<file path="src/rtl/bp_update_ctrl_pkg.sv">
// Shared types for the branch-predictor update sequencer.
// Provides the queued update record, the controller state and the OBQ index width.
package bp_update_ctrl_pkg;

   localparam int IDX_W = 5;

   typedef struct packed {
      logic             taken;
      logic             correct;
      logic [31:0]      pc;
      logic [31:0]      target;
      logic [IDX_W-1:0] index;
   } BP_UPD_T;

   typedef enum logic {
      IDLE    = 1'b0,
      RECOVER = 1'b1
   } bp_ctrl_state_t;

endpackage

</file>
<file path="src/rtl/bp_update_ctrl_if.sv">
// Retire, fetch-lookup and predictor-update bundle of bp_update_ctrl.
// master: retire/fetch/predictor side; slave: the controller.
interface bp_update_ctrl_if #(
   parameter int CNT_W = 3
);
   import bp_update_ctrl_pkg::*;

   logic [1:0]            rt_valid;
   logic [1:0]            rt_taken;
   logic [1:0]            rt_correct;
   logic [1:0][31:0]      rt_pc;
   logic [1:0][31:0]      rt_target;
   logic [1:0][IDX_W-1:0] rt_index;
   logic                  rt_stall;

   logic                  if_branch_req;
   logic [31:0]           if_pc_req;
   logic                  bp_if_branch;
   logic [31:0]           bp_if_pc_in;
   logic                  if_lookup_stall;

   logic                  bp_rt_en_branch;
   logic                  bp_rt_branch_taken;
   logic                  bp_rt_prediction_correct;
   logic [31:0]           bp_rt_pc;
   logic [31:0]           bp_rt_calculated_pc;
   logic [IDX_W-1:0]      bp_rt_branch_index;

   logic                  recover_busy;
   logic [CNT_W-1:0]      uq_count;

   modport master (
      output rt_valid, rt_taken, rt_correct,
      output rt_pc, rt_target, rt_index,
      input  rt_stall,
      output if_branch_req, if_pc_req,
      input  bp_if_branch, bp_if_pc_in, if_lookup_stall,
      input  bp_rt_en_branch, bp_rt_branch_taken,
      input  bp_rt_prediction_correct, bp_rt_pc,
      input  bp_rt_calculated_pc, bp_rt_branch_index,
      input  recover_busy, uq_count
   );

   modport slave (
      input  rt_valid, rt_taken, rt_correct,
      input  rt_pc, rt_target, rt_index,
      output rt_stall,
      input  if_branch_req, if_pc_req,
      output bp_if_branch, bp_if_pc_in, if_lookup_stall,
      output bp_rt_en_branch, bp_rt_branch_taken,
      output bp_rt_prediction_correct, bp_rt_pc,
      output bp_rt_calculated_pc, bp_rt_branch_index,
      output recover_busy, uq_count
   );

endinterface

</file>
<file path="src/rtl/bp_upd_queue.sv">
// 2-write / 1-read circular FIFO of branch updates with occupancy count.
// Ports: clk_i, rst_ni (sync, low), we_i/wd0_i/wd1_i writes, re_i pop, rd_o head, count_o.
module bp_upd_queue
   import bp_update_ctrl_pkg::*;
#(
   parameter  int DEPTH = 4,
   localparam int PTR_W = $clog2(DEPTH),
   localparam int CNT_W = PTR_W + 1
) (
   input  logic             clk_i,
   input  logic             rst_ni,
   input  logic [1:0]       we_i,
   input  BP_UPD_T          wd0_i,
   input  BP_UPD_T          wd1_i,
   input  logic             re_i,
   output BP_UPD_T          rd_o,
   output logic [CNT_W-1:0] count_o
);

   BP_UPD_T          mem_q [DEPTH];
   logic [PTR_W-1:0] head_q, tail_q, tail1;
   logic [CNT_W-1:0] cnt_q, n_enq;
   BP_UPD_T          first;

   // A lone slot-1 write still lands at the tail, keeping the queue dense.
   always_comb begin
      n_enq = CNT_W'(we_i[0]) + CNT_W'(we_i[1]);
      first = we_i[0] ? wd0_i : wd1_i;
      tail1 = tail_q + PTR_W'(1);
   end

   always_ff @(posedge clk_i) begin
      if (n_enq != '0) mem_q[tail_q] <= first;
      if (n_enq == CNT_W'(2)) mem_q[tail1] <= wd1_i;
   end

   always_ff @(posedge clk_i) begin
      if (!rst_ni) begin
         head_q <= '0;
         tail_q <= '0;
         cnt_q  <= '0;
      end else begin
         tail_q <= tail_q + PTR_W'(n_enq);
         if (re_i) head_q <= head_q + PTR_W'(1);
         cnt_q  <= cnt_q + n_enq - CNT_W'(re_i);
      end
   end

   assign rd_o    = mem_q[head_q];
   assign count_o = cnt_q;

endmodule

</file>
<file path="src/rtl/bp_update_ctrl.sv">
// Retire-to-predictor update sequencer with post-mispredict lookup blocking.
// Ports: clock, reset (sync, low), enable, bus (slave side of bp_update_ctrl_if).
module bp_update_ctrl
   import bp_update_ctrl_pkg::*;
#(
   parameter  int UQ_DEPTH    = 4,
   parameter  int RECOVER_CYC = 2,
   localparam int CNT_W       = $clog2(UQ_DEPTH) + 1,
   localparam int RC_W        = $clog2(RECOVER_CYC + 1)
) (
   input  logic            clock,
   input  logic            reset,
   input  logic            enable,
   bp_update_ctrl_if.slave bus
);

   bp_ctrl_state_t   state_q, state_d;
   logic [RC_W-1:0]  rc_q, rc_d;
   logic [CNT_W-1:0] count;
   BP_UPD_T          head, wd0, wd1, upd_q;
   logic             en_q;
   logic [1:0]       we;
   logic             stall, pop, rec_done, busy;

   assign stall = count > CNT_W'(UQ_DEPTH - 2);

   // Slot 1 is younger than a mispredicted slot 0 and is squashed.
   always_comb begin
      wd0 = {bus.rt_taken[0], bus.rt_correct[0], bus.rt_pc[0],
             bus.rt_target[0], bus.rt_index[0]};
      wd1 = {bus.rt_taken[1], bus.rt_correct[1], bus.rt_pc[1],
             bus.rt_target[1], bus.rt_index[1]};
      we[0] = bus.rt_valid[0] && !stall;
      we[1] = bus.rt_valid[1] && !stall &&
              !(bus.rt_valid[0] && !bus.rt_correct[0]);
   end

   // The edge that closes a recovery window also pops.
   assign rec_done = (state_q == RECOVER) && (rc_q == RC_W'(1));
   assign pop      = enable && (count != '0) &&
                     ((state_q == IDLE) || rec_done);

   bp_upd_queue #(.DEPTH(UQ_DEPTH)) u_queue (
      .clk_i   (clock),
      .rst_ni  (reset),
      .we_i    (we),
      .wd0_i   (wd0),
      .wd1_i   (wd1),
      .re_i    (pop),
      .rd_o    (head),
      .count_o (count)
   );

   always_ff @(posedge clock) begin
      if (!reset) begin
         state_q <= IDLE;
         rc_q    <= '0;
      end else begin
         state_q <= state_d;
         rc_q    <= rc_d;
      end
   end

   always_comb begin
      state_d = state_q;
      rc_d    = rc_q;
      if (enable) begin
         if (state_q == RECOVER) begin
            rc_d = rc_q - RC_W'(1);
            if (rec_done) state_d = IDLE;
         end
         if (pop && !head.correct) begin
            state_d = RECOVER;
            rc_d    = RC_W'(RECOVER_CYC);
         end
      end
   end

   always_comb begin
      busy                = (state_q == RECOVER);
      bus.recover_busy    = busy;
      bus.if_lookup_stall = busy;
      bus.bp_if_branch    = bus.if_branch_req && !busy;
      bus.bp_if_pc_in     = bus.if_pc_req;
   end

   always_ff @(posedge clock) begin
      if (!reset) begin
         en_q  <= 1'b0;
         upd_q <= '0;
      end else begin
         en_q <= pop;
         if (pop) upd_q <= head;
      end
   end

   assign bus.rt_stall                 = stall;
   assign bus.uq_count                 = count;
   assign bus.bp_rt_en_branch          = en_q;
   assign bus.bp_rt_branch_taken       = upd_q.taken;
   assign bus.bp_rt_prediction_correct = upd_q.correct;
   assign bus.bp_rt_pc                 = upd_q.pc;
   assign bus.bp_rt_calculated_pc      = upd_q.target;
   assign bus.bp_rt_branch_index       = upd_q.index;

endmodule

</file>
<file path="src/flat_wrapper.sv">
// flat-port wrapper written by rule: the top's interface ports become plain ports
module bp_update_ctrl_flat import bp_update_ctrl_pkg::*;
#(
   parameter  int UQ_DEPTH    = 4,
   parameter  int RECOVER_CYC = 2,
   localparam int CNT_W       = $clog2(UQ_DEPTH) + 1,
   localparam int RC_W        = $clog2(RECOVER_CYC + 1)
)
  (clock, reset, enable, bus_rt_valid, bus_rt_taken, bus_rt_correct, bus_rt_pc, bus_rt_target, bus_rt_index, bus_rt_stall, bus_if_branch_req, bus_if_pc_req, bus_bp_if_branch, bus_bp_if_pc_in, bus_if_lookup_stall, bus_bp_rt_en_branch, bus_bp_rt_branch_taken, bus_bp_rt_prediction_correct, bus_bp_rt_pc, bus_bp_rt_calculated_pc, bus_bp_rt_branch_index, bus_recover_busy, bus_uq_count);
  bp_update_ctrl_if #(.CNT_W((3))) bus_i ();
  input  logic clock;
  input  logic reset;
  input  logic enable;
  input wire logic [$bits(bus_i.rt_valid)-1:0] bus_rt_valid;
  input wire logic [$bits(bus_i.rt_taken)-1:0] bus_rt_taken;
  input wire logic [$bits(bus_i.rt_correct)-1:0] bus_rt_correct;
  input wire logic [$bits(bus_i.rt_pc)-1:0] bus_rt_pc;
  input wire logic [$bits(bus_i.rt_target)-1:0] bus_rt_target;
  input wire logic [$bits(bus_i.rt_index)-1:0] bus_rt_index;
  output wire logic [$bits(bus_i.rt_stall)-1:0] bus_rt_stall;
  input wire logic [$bits(bus_i.if_branch_req)-1:0] bus_if_branch_req;
  input wire logic [$bits(bus_i.if_pc_req)-1:0] bus_if_pc_req;
  output wire logic [$bits(bus_i.bp_if_branch)-1:0] bus_bp_if_branch;
  output wire logic [$bits(bus_i.bp_if_pc_in)-1:0] bus_bp_if_pc_in;
  output wire logic [$bits(bus_i.if_lookup_stall)-1:0] bus_if_lookup_stall;
  output wire logic [$bits(bus_i.bp_rt_en_branch)-1:0] bus_bp_rt_en_branch;
  output wire logic [$bits(bus_i.bp_rt_branch_taken)-1:0] bus_bp_rt_branch_taken;
  output wire logic [$bits(bus_i.bp_rt_prediction_correct)-1:0] bus_bp_rt_prediction_correct;
  output wire logic [$bits(bus_i.bp_rt_pc)-1:0] bus_bp_rt_pc;
  output wire logic [$bits(bus_i.bp_rt_calculated_pc)-1:0] bus_bp_rt_calculated_pc;
  output wire logic [$bits(bus_i.bp_rt_branch_index)-1:0] bus_bp_rt_branch_index;
  output wire logic [$bits(bus_i.recover_busy)-1:0] bus_recover_busy;
  output wire logic [$bits(bus_i.uq_count)-1:0] bus_uq_count;
  assign bus_i.rt_valid = bus_rt_valid;
  assign bus_i.rt_taken = bus_rt_taken;
  assign bus_i.rt_correct = bus_rt_correct;
  assign bus_i.rt_pc = bus_rt_pc;
  assign bus_i.rt_target = bus_rt_target;
  assign bus_i.rt_index = bus_rt_index;
  assign bus_rt_stall = bus_i.rt_stall;
  assign bus_i.if_branch_req = bus_if_branch_req;
  assign bus_i.if_pc_req = bus_if_pc_req;
  assign bus_bp_if_branch = bus_i.bp_if_branch;
  assign bus_bp_if_pc_in = bus_i.bp_if_pc_in;
  assign bus_if_lookup_stall = bus_i.if_lookup_stall;
  assign bus_bp_rt_en_branch = bus_i.bp_rt_en_branch;
  assign bus_bp_rt_branch_taken = bus_i.bp_rt_branch_taken;
  assign bus_bp_rt_prediction_correct = bus_i.bp_rt_prediction_correct;
  assign bus_bp_rt_pc = bus_i.bp_rt_pc;
  assign bus_bp_rt_calculated_pc = bus_i.bp_rt_calculated_pc;
  assign bus_bp_rt_branch_index = bus_i.bp_rt_branch_index;
  assign bus_recover_busy = bus_i.recover_busy;
  assign bus_uq_count = bus_i.uq_count;
  bp_update_ctrl #(.UQ_DEPTH(UQ_DEPTH), .RECOVER_CYC(RECOVER_CYC)) u_core (.clock(clock), .reset(reset), .enable(enable), .bus(bus_i));
endmodule
</file>
<file path="config.mk">
export PLATFORM = sky130hd
export DESIGN_NAME = bp_update_ctrl_flat
export DESIGN_NICKNAME = d
export VERILOG_FILES = /design/src/rtl/bp_update_ctrl_pkg.sv /design/src/rtl/bp_update_ctrl_if.sv /design/src/rtl/bp_upd_queue.sv /design/src/rtl/bp_update_ctrl.sv /design/src/flat_wrapper.sv
export SDC_FILE = /design/constraint.sdc
export NUM_CORES = 1
export LEC_CHECK = 0
export ABC_AREA = 1
export BUFFER_PORTS_ARGS = -buffer_cell sky130_fd_sc_hd__buf_2
export CORE_MARGIN = 2
export CORE_UTILIZATION = 24
export CTS_BUF_LIST = sky130_fd_sc_hd__clkbuf_4 sky130_fd_sc_hd__clkbuf_8 sky130_fd_sc_hd__clkbuf_16
export DETAILED_ROUTE_END_ITERATION = 10
export PLACE_DENSITY = 0.39
export SYNTH_ARGS = -nofsm -noshare
export SYNTH_HDL_FRONTEND = slang
export SYNTH_HIERARCHICAL = 1
export SYNTH_SLANG_ARGS = --single-unit
</file>
<file path="constraint.sdc">
create_clock -name clock -period 8.1 [get_ports clock]
set_input_delay 0.81 -clock clock [delete_from_list [all_inputs] [get_ports clock]]
set_output_delay 0.81 -clock clock [all_outputs]
set_load 0.01 [all_outputs]
</file>
* Word-level counts from Yosys, hierarchy flattened
Memories as Yosys holds them, arrays and structs flattened. A register that Yosys moved wholly into a read port is not among the register bits.
Cells that the tools add are included.
** Storage, ports and cells
- Bits in read-only memories :: 0
- Latch bits :: 0
- Bits of input ports :: 180
- Memories :: 1
- Word-level logic and storage cells :: 54
- Memory bits (writable) :: 284
- Register bits after elaboration :: 82
- Output and inout port bits :: 111
** Memories
- u_core.u_queue.mem_q :: depth 4, width 71, read ports 1, clocked after memory_dff 1, wr ports 2, line bp_upd_queue.sv:20 : BP_UPD_T mem_q [DEPTH];
** Cells by class
- Reductions and logical operators :: 19
- Shift-type cells :: 0
- Multipliers :: 0
- Equal/unequal tests :: 2
- Muxes and demuxes :: 12
- $lt $le $gt $ge :: 1
- Div/mod/pow operators :: 0
- Bitwise gates (word level) :: 1
- $add $sub $neg :: 7
** Operators with widths (number)
- 71-bit 2-to-1 mux :: 1
- 1-bit logical AND :: 9
- 2-bit 2-to-1 mux :: 4
- 1-bit 2-to-1 mux :: 7
- 3-bit nonzero test :: 2
- 1-bit zero test :: 5
- 2-bit by 1-bit adder with 2-bit output (second input constant) :: 2
- 3-bit adder :: 1
- 3-bit by 2-bit equality test with 1-bit output (second input constant) :: 1
- 3-bit by 2-bit > comparator with 1-bit output (second input constant) :: 1
- 3-bit by 1-bit subtractor with 3-bit output :: 1
- 1-bit by 1-bit adder with 2-bit output :: 1
- 2-bit adder :: 1
- 2-bit by 1-bit equality test with 1-bit output (second input constant) :: 1
- 2-bit AND reduction :: 1
- 2-bit nonzero test :: 1
- 2-bit by 1-bit subtractor with 2-bit output (second input constant) :: 1
- 1-bit logical OR :: 1
- 1-bit inverter :: 1

* Depth between registers and ports, before layout
Gate-level depths: netlist of run 1.
- Depth in word-level cells :: 8
- Gate-level depth with buffers :: 17
- Mapped depth without buffers :: 14

* Hierarchy
Netlist of run 1, hierarchy kept.
** By module, submodules not included
- bp_upd_queue :: sequential area each 8708.4 um^2, cells each 1747, area an instance 15417.3 um^2, times used 1
- bp_update_ctrl :: sequential area each 1501.4 um^2, cells each 380, area an instance 2926.6 um^2, times used 1

* Worst setup path after synthesis of run 1
Ideal clock, no wire load.
- Path type :: in2reg
- Start :: input port bus_rt_valid[0]
- End :: memory u_core/u_queue/mem_q[3][0] (netlist name), enable pin
- Stages on the path :: 8
- Slack :: 0.477 ns
- Buffers on the path :: 3
- Library setup time :: 0.605 ns
- Data required time :: 7.495 ns
- Arrival time :: 7.018 ns
- Path through :: inv_1 -> nor2_1 -> buf_2 -> buf_4 -> buf_2 -> inv_1 -> ha_1 -> o31ai_1
** RTL lines
- start, declared :: line flat_wrapper.sv:14 : input wire logic [$bits(bus_i.rt_valid)-1:0] bus_rt_valid;
- end, declared :: line bp_upd_queue.sv:20

==> flow_summary.yaml, run 1 <==
status:
  status: "finished clean"
synthesis:
  synth_seq_area_share_pct: 55.7
  ys.flop_type: "edfxtp_1"
  mappedNetlistArea_sq_um: 18300
  synth_nets: 2315
  synth_top_area_share_pct: 46.5
  async_flop_share_pct: 0
  synth_common_cells: "515 x nand2_1, 430 x o21ai_0, 284 x edfxtp_1"
  synth_edf_count: 284
  synth_cell_types: 23
  yosys.cell_count.top_type: "nand2_1"
  yosysWarnings: 6
  synth_area_leaders: "edfxtp_1 46%, o21ai_0 12%, nand2_1 11%, dfxtp_1 9.2%, inv_1 4.9%"
  ys_seq_elements: 368
  synthCells: 2127
  synth_largest_area_cell: "edfxtp_1"
  avgSynthCellArea_sq_um: 8.62
route:
  ant_nets: 0
  vias: 14500
  drt_iter0_markers: 860
  dr.pass1.iters: 5
  wl_per_cell_um: 18.0
  routed_wl_um: 58800
  remaining_drc_errors: 0
  avgViaCountPerCell: 4.45
power_and_ir_drop:
  comb_power_share_pct: 30.3
  peakVddDrop_mv: 0.158
  intPower_w: 0.00464
  power.density_nw_per_um2: 339
  p_leak_nw: 9.04
  power_frac_clock_pct: 28.2
  sequentialPowerShare_pct: 41.4
  p_sw_w: 0.00260
  power.share.switching_pct: 35.9
placed_design:
  placement.io_buffers: 226
  pre_cts_ws_ns: 3.56
  hpwl_um: 35800
  routabilityCongestion: 0.720
  dp_cells: 3172
  dpl-instance-area_sq_um: 19900
floorplan:
  core_sq_um: 75800
  design.die.area_sq_um: 78700
  die_w_um: 280
  rows: 101
  start_util_pct: 24.2
  fp.dieH_um: 280
  io_pins: 291
clocking:
  cts_tree: "yes"
  worstSkewPairLatency_ns: 0.58
  postCtsResizedCells: 0
  clock_sinks: 368
  cts.clk_slew.worst_paths_ns: 0.06
  numCtsBuffers: 47
  postCtsSetupBuffers: 0
  h-tree-depth: 2
  clockBufferDepth: 3
  clockRootBuffer: "clkbuf_16"
  hold_buffers: 0
sta:
  worst_slack_ns: 4.21
  slew-limit-headroom_pct: 27.3
  period_needed_ns: 3.89
  hold_viol: 0
  setup-violations-final: 0
  timing.final.crit_share_pct: 48.1
  maxSlewViolCount: 0
  worstMarginPinSlew_ns: 1.09
  finClkSkew_ns: 0.00793
  finalSetupTns_ns: 0
  rsz0062_at_grt: "no"
  fmaxAchievable_mhz: 257
job:
  drv_cap: 0
setup_path:
  crit_fanout: 143
  start_kind: "flop"
  crit_path_end_kind: "flop"
  worstPathArrival_ns: 4.08
  critPathKind: "flop to flop"
  required_ns: 8.29
global_route:
  grt_pass1_wl_um: 88400
  grt_use_total_pct: 14.8
  antenna_found_initial: 1
  grt_pass1_vias: 14600
  overflow: 0
  grt_max_degree: 144
cells_and_area:
  final_cell_count_no_fill: 3257
  n_fill_cell: 8149
  finalCoreUtilization_pct: 28.2
  num_antenna_cells: 0
  drive_gt1_share_pct: 14.8
  areaGrowthSynthToFinish_pct: 16.6
  post-route-cell-area_sq_um: 21400
  nNetsFinal: 2431
worst_hold_path:
  min_path_type: "flop to flop"
worst max-delay path: stages, from the launching register on:
cell     delay (ns)
dfxtp_1        0.34
inv_1          0.08
o21ai_0        0.09
buf_4          0.18
nor2_4         0.12
buf_12         0.53
inv_1          0.11
ha_1           0.35
o31ai_4        0.78
buf_4          0.87
flip-flops by register name, summed over array words and instances, names as in the netlist, named ones only:
| name | count |
|---|---|
| u_core/u_queue/head_q | 2 |
| u_core/bus.bp_rt_calculated_pc | 32 |
| u_core/bus.bp_rt_branch_index | 5 |
| u_core/bus.if_lookup_stall | 1 |
| u_core/bus.bp_rt_prediction_correct | 1 |
| u_core/u_queue/mem_q | 284 |
| u_core/bus.bp_rt_en_branch | 1 |
| u_core/u_queue/count_o | 3 |
| u_core/rc_q | 2 |
| u_core/bus.bp_rt_branch_taken | 1 |
| u_core/bus.bp_rt_pc | 32 |
| u_core/u_queue/tail_q | 2 |
through the flow:
step | power, W | hold WS [ns]
2_1_floorplan | 0.00454 | 0.436
3_3_place_gp | 0.00526 | 0.440
3_5_place_dp | 0.00530 | 0.463
4_1_cts | 0.00739 | 0.472
5_1_grt | 0.00780 | 0.499
6_report | 0.00724 | 0.468
path summary, 6_finish.rpt:
path / start / end / slack (ns) / cells past startpoint
worst max-delay path: u_core/u_queue/count_o[2] / u_core/u_queue/mem_q[1][41] / 4.21 / 9
worst min register to register: u_core/u_queue/head_q[1] / flop / 0.47 / 2
worst min-delay path: u_core/u_queue/head_q[1] / flop / 0.47 / 2
worst max register to register: u_core/u_queue/count_o[2] / u_core/u_queue/mem_q[1][41] / 4.21 / 9
power groups by stage:
stage               Clock, W  Combinational [W]  Sequential [W]
finish               0.00205            0.00220         0.00300
global route         0.00218            0.00256         0.00306
CTS                  0.00212            0.00226         0.00301
detailed placement         0            0.00226         0.00305
global placement           0            0.00223         0.00303
floorplan                  0            0.00146         0.00307
kinds of logic (layout without fill, tap and decap cells):
group                    after synthesis  in the layout  share of synthesized area (%)
AND/OR/NAND/NOR                      676            676                           13.9
AO/OA/AOI/OAI                        654            654                           18.9
buffers and inverters                421            573                           10.9
flip-flops                           368            368                           55.7
adder cells (fa/ha/maj)                8              8                          0.587
metal layers:
metal / vias up / track usage [%] / part of all wire (%)
li1: 7289 / - / -
met1: 6792 / 19.7 / 46
met2: 331 / 24.6 / 46
met3: 74 / 2.70 / 5.1
met4: 2 / 4.09 / 2.3
met5: - / 0 / 0.022
final cells by class:
class                   instances  area [sq um]  area share (%)
inverters                     243           915            4.28
well taps                     978          1220            5.72
flip-flops and latches        368         10200            47.8
repair buffers                245          1290            6.03
clock buffers                  73          1420            6.63
multi-input cells            1338          6250            29.2
clock inverters                12          73.8           0.345
cell usage in the layout (no fill, tap or decap), drive strengths merged:
cell type,instances
inv,243
nor2,151
nand3,8
o211ai,71
clkinv,11
o31ai,4
nand4,1
o21ai,501
a21oi,78
bufinv,1
nand2,516
dfxtp,84
fa,1
clkbuf,73
ha,7
buf,245
edfxtp,284
No activity file was read; power rests on OpenSTA's default activity.
==> inputs of run 2 (changes only) <==
--- a/config.mk
+++ b/config.mk
@@ -11,7 +11,7 @@
 export CORE_UTILIZATION = 24
 export CTS_BUF_LIST = sky130_fd_sc_hd__clkbuf_4 sky130_fd_sc_hd__clkbuf_8 sky130_fd_sc_hd__clkbuf_16
 export DETAILED_ROUTE_END_ITERATION = 10
-export PLACE_DENSITY = 0.39
+export PLACE_DENSITY = 0.37
 export SYNTH_ARGS = -nofsm -noshare
 export SYNTH_HDL_FRONTEND = slang
 export SYNTH_HIERARCHICAL = 1
==> constraint.sdc (replaced) <==
create_clock -name clock -period 4 [get_ports clock]
set_input_delay 0.4 -clock clock [delete_from_list [all_inputs] [get_ports clock]]
set_output_delay 0.4 -clock clock [all_outputs]
set_load 0.01 [all_outputs]
==> flow_summary.yaml, run 2 (same netlist as run 1, synthesis figures left out) <==
status:
  status: "finished clean"
sta:
  fmaxAchievable_mhz: 290
  worstMarginPinSlew_ns: 1.03
  rsz0062_at_grt: "no"
  timing.final.crit_share_pct: 86.2
  slew-limit-headroom_pct: 31.5
  period_needed_ns: 3.45
  maxSlewViolCount: 0
  hold_viol: 0
  finalSetupTns_ns: 0
  setup-violations-final: 0
  finClkSkew_ns: 0.0250
placed_design:
  placement.io_buffers: 226
  routabilityCongestion: 0.708
  hpwl_um: 35700
route:
  dr.max_layer_used: "met4"
  avgViaCountPerCell: 4.41
  dr.pass1.iters: 7
  remaining_drc_errors: 0
  ant_nets: 0
  vias: 14400
  routed_wl_um: 57500
  wl_per_cell_um: 17.6
  wl_met3_um: 2880
  wl_met2_um: 25700
  wl_met1_um: 27900
  drt_iter0_markers: 847
global_route:
  grt_use_total_pct: 14.5
  grt_pass1_wl_um: 87100
  grt_max_degree: 109
  antenna_found_initial: 1
  grt_pass1_vias: 14100
  overflow: 0
floorplan:
  start_util_pct: 24.2
  design.die.area_sq_um: 78700
  fp.dieH_um: 280
  io_pins: 291
  rows: 101
  die_w_um: 280
  core_sq_um: 75800
clocking:
  numCtsBuffers: 46
  postCtsResizedCells: 0
  hold_buffers: 0
  postCtsSetupBuffers: 0
  clock_sinks: 368
  cts.clk_slew.worst_paths_ns: 0.06
  clockRootBuffer: "clkbuf_16"
  clockBufferDepth: 3
  h-tree-depth: 2
  cts_tree: "yes"
  worstSkewPairLatency_ns: 0.59
setup_path:
  worstPathArrival_ns: 3.73
  critPathKind: "flop to flop"
  crit_fanout: 86
  r2r_slack_ns: 0.55
  required_ns: 4.28
  start_kind: "flop"
  crit_path_end_kind: "flop"
worst_hold_path:
  min_path_type: "input port to flop"
cells_and_area:
  drive_gt1_share_pct: 15.5
  areaGrowthSynthToFinish_pct: 17.2
  largest_reg_flops: 284
  final_common_cell: "nand2_1"
  n_fill_cell: 8173
  top_register: "u_core/u_queue/mem_q"
  finalCoreUtilization_pct: 28.4
  final_cell_mix: "515 x nand2_1, 430 x o21ai_0, 284 x edfxtp_1"
  nNetsFinal: 2439
power_and_ir_drop:
  p_leak_nw: 9.09
  power.density_nw_per_um2: 683
  peakVddDrop_mv: 0.383
job:
  drv_cap: 0
run 2: final timing paths:
| path | to | start | depth (start not counted) |
|---|---|---|---|
| setup / recovery | u_core/u_queue/mem_q[3][63] | u_core/u_queue/count_o[1] | 8 |
| hold / removal | u_core/u_queue/mem_q[0][41] | bus_rt_pc[36] | 3 |
| setup reg to reg | u_core/u_queue/mem_q[3][63] | u_core/u_queue/count_o[1] | 8 |
| hold reg to reg | flop | u_core/u_queue/head_q[1] | 2 |
run 2: worst max-delay path, cell delays in order (launching register included):
cell	delay (ns)
dfxtp_1	0.36
inv_1	0.06
o21ai_0	0.44
nor2_1	0.13
ha_1	0.38
nand3_4	0.17
buf_4	0.54
buf_4	0.81
o21ai_0	0.18
run 2: per-layer routing:
metal | vias to the layer above | GRT usage, %
li1 | 7327 | -
met5 | - | 0
met3 | 68 | 2.62
met1 | 6694 | 20.5
met2 | 325 | 23.0
met4 | 0 | 3.14
run 2: final cells by class:
| type | instances | area [sq um] | share of cell area, % |
|---|---|---|---|
| multi-input cells | 1338 | 6250 | 29.1 |
| diodes | 3 | 7.51 | 0.0349 |
| repair buffers | 254 | 1390 | 6.48 |
| inverters | 243 | 915 | 4.25 |
| flip-flops and latches | 368 | 10200 | 47.5 |
| well taps | 978 | 1220 | 5.69 |
| clock inverters | 10 | 68.8 | 0.320 |
| clock buffers | 76 | 1430 | 6.63 |
run 2: report_power, final:
group / switching, W / internal [W] / total [W] / leakage [nW]
clock network: 0.00167 / 0.00244 / 0.00411 / 0.760
registers: 0.000428 / 0.00562 / 0.00605 / 3.34
logic: 0.00321 / 0.00132 / 0.00453 / 5.00
run 2: through the flow:
stage / hold WS [ns] / worst slack, ns / area [sq um] / std cells / power, W
3_5_place_dp: 0.449 / 0.545 / 20000 / 3181 / 0.0108
4_1_cts: 0.183 / 0.491 / 21500 / 3267 / 0.0150
2_1_floorplan: 0.436 / -1.24 / 18400 / 2127 / 0.00912
6_report: 0.223 / 0.552 / 21500 / 3270 / 0.0147
3_3_place_gp: 0.440 / 0.632 / 20000 / 3181 / 0.0107
5_1_grt: 0.217 / 0.179 / 21500 / 3267 / 0.0158
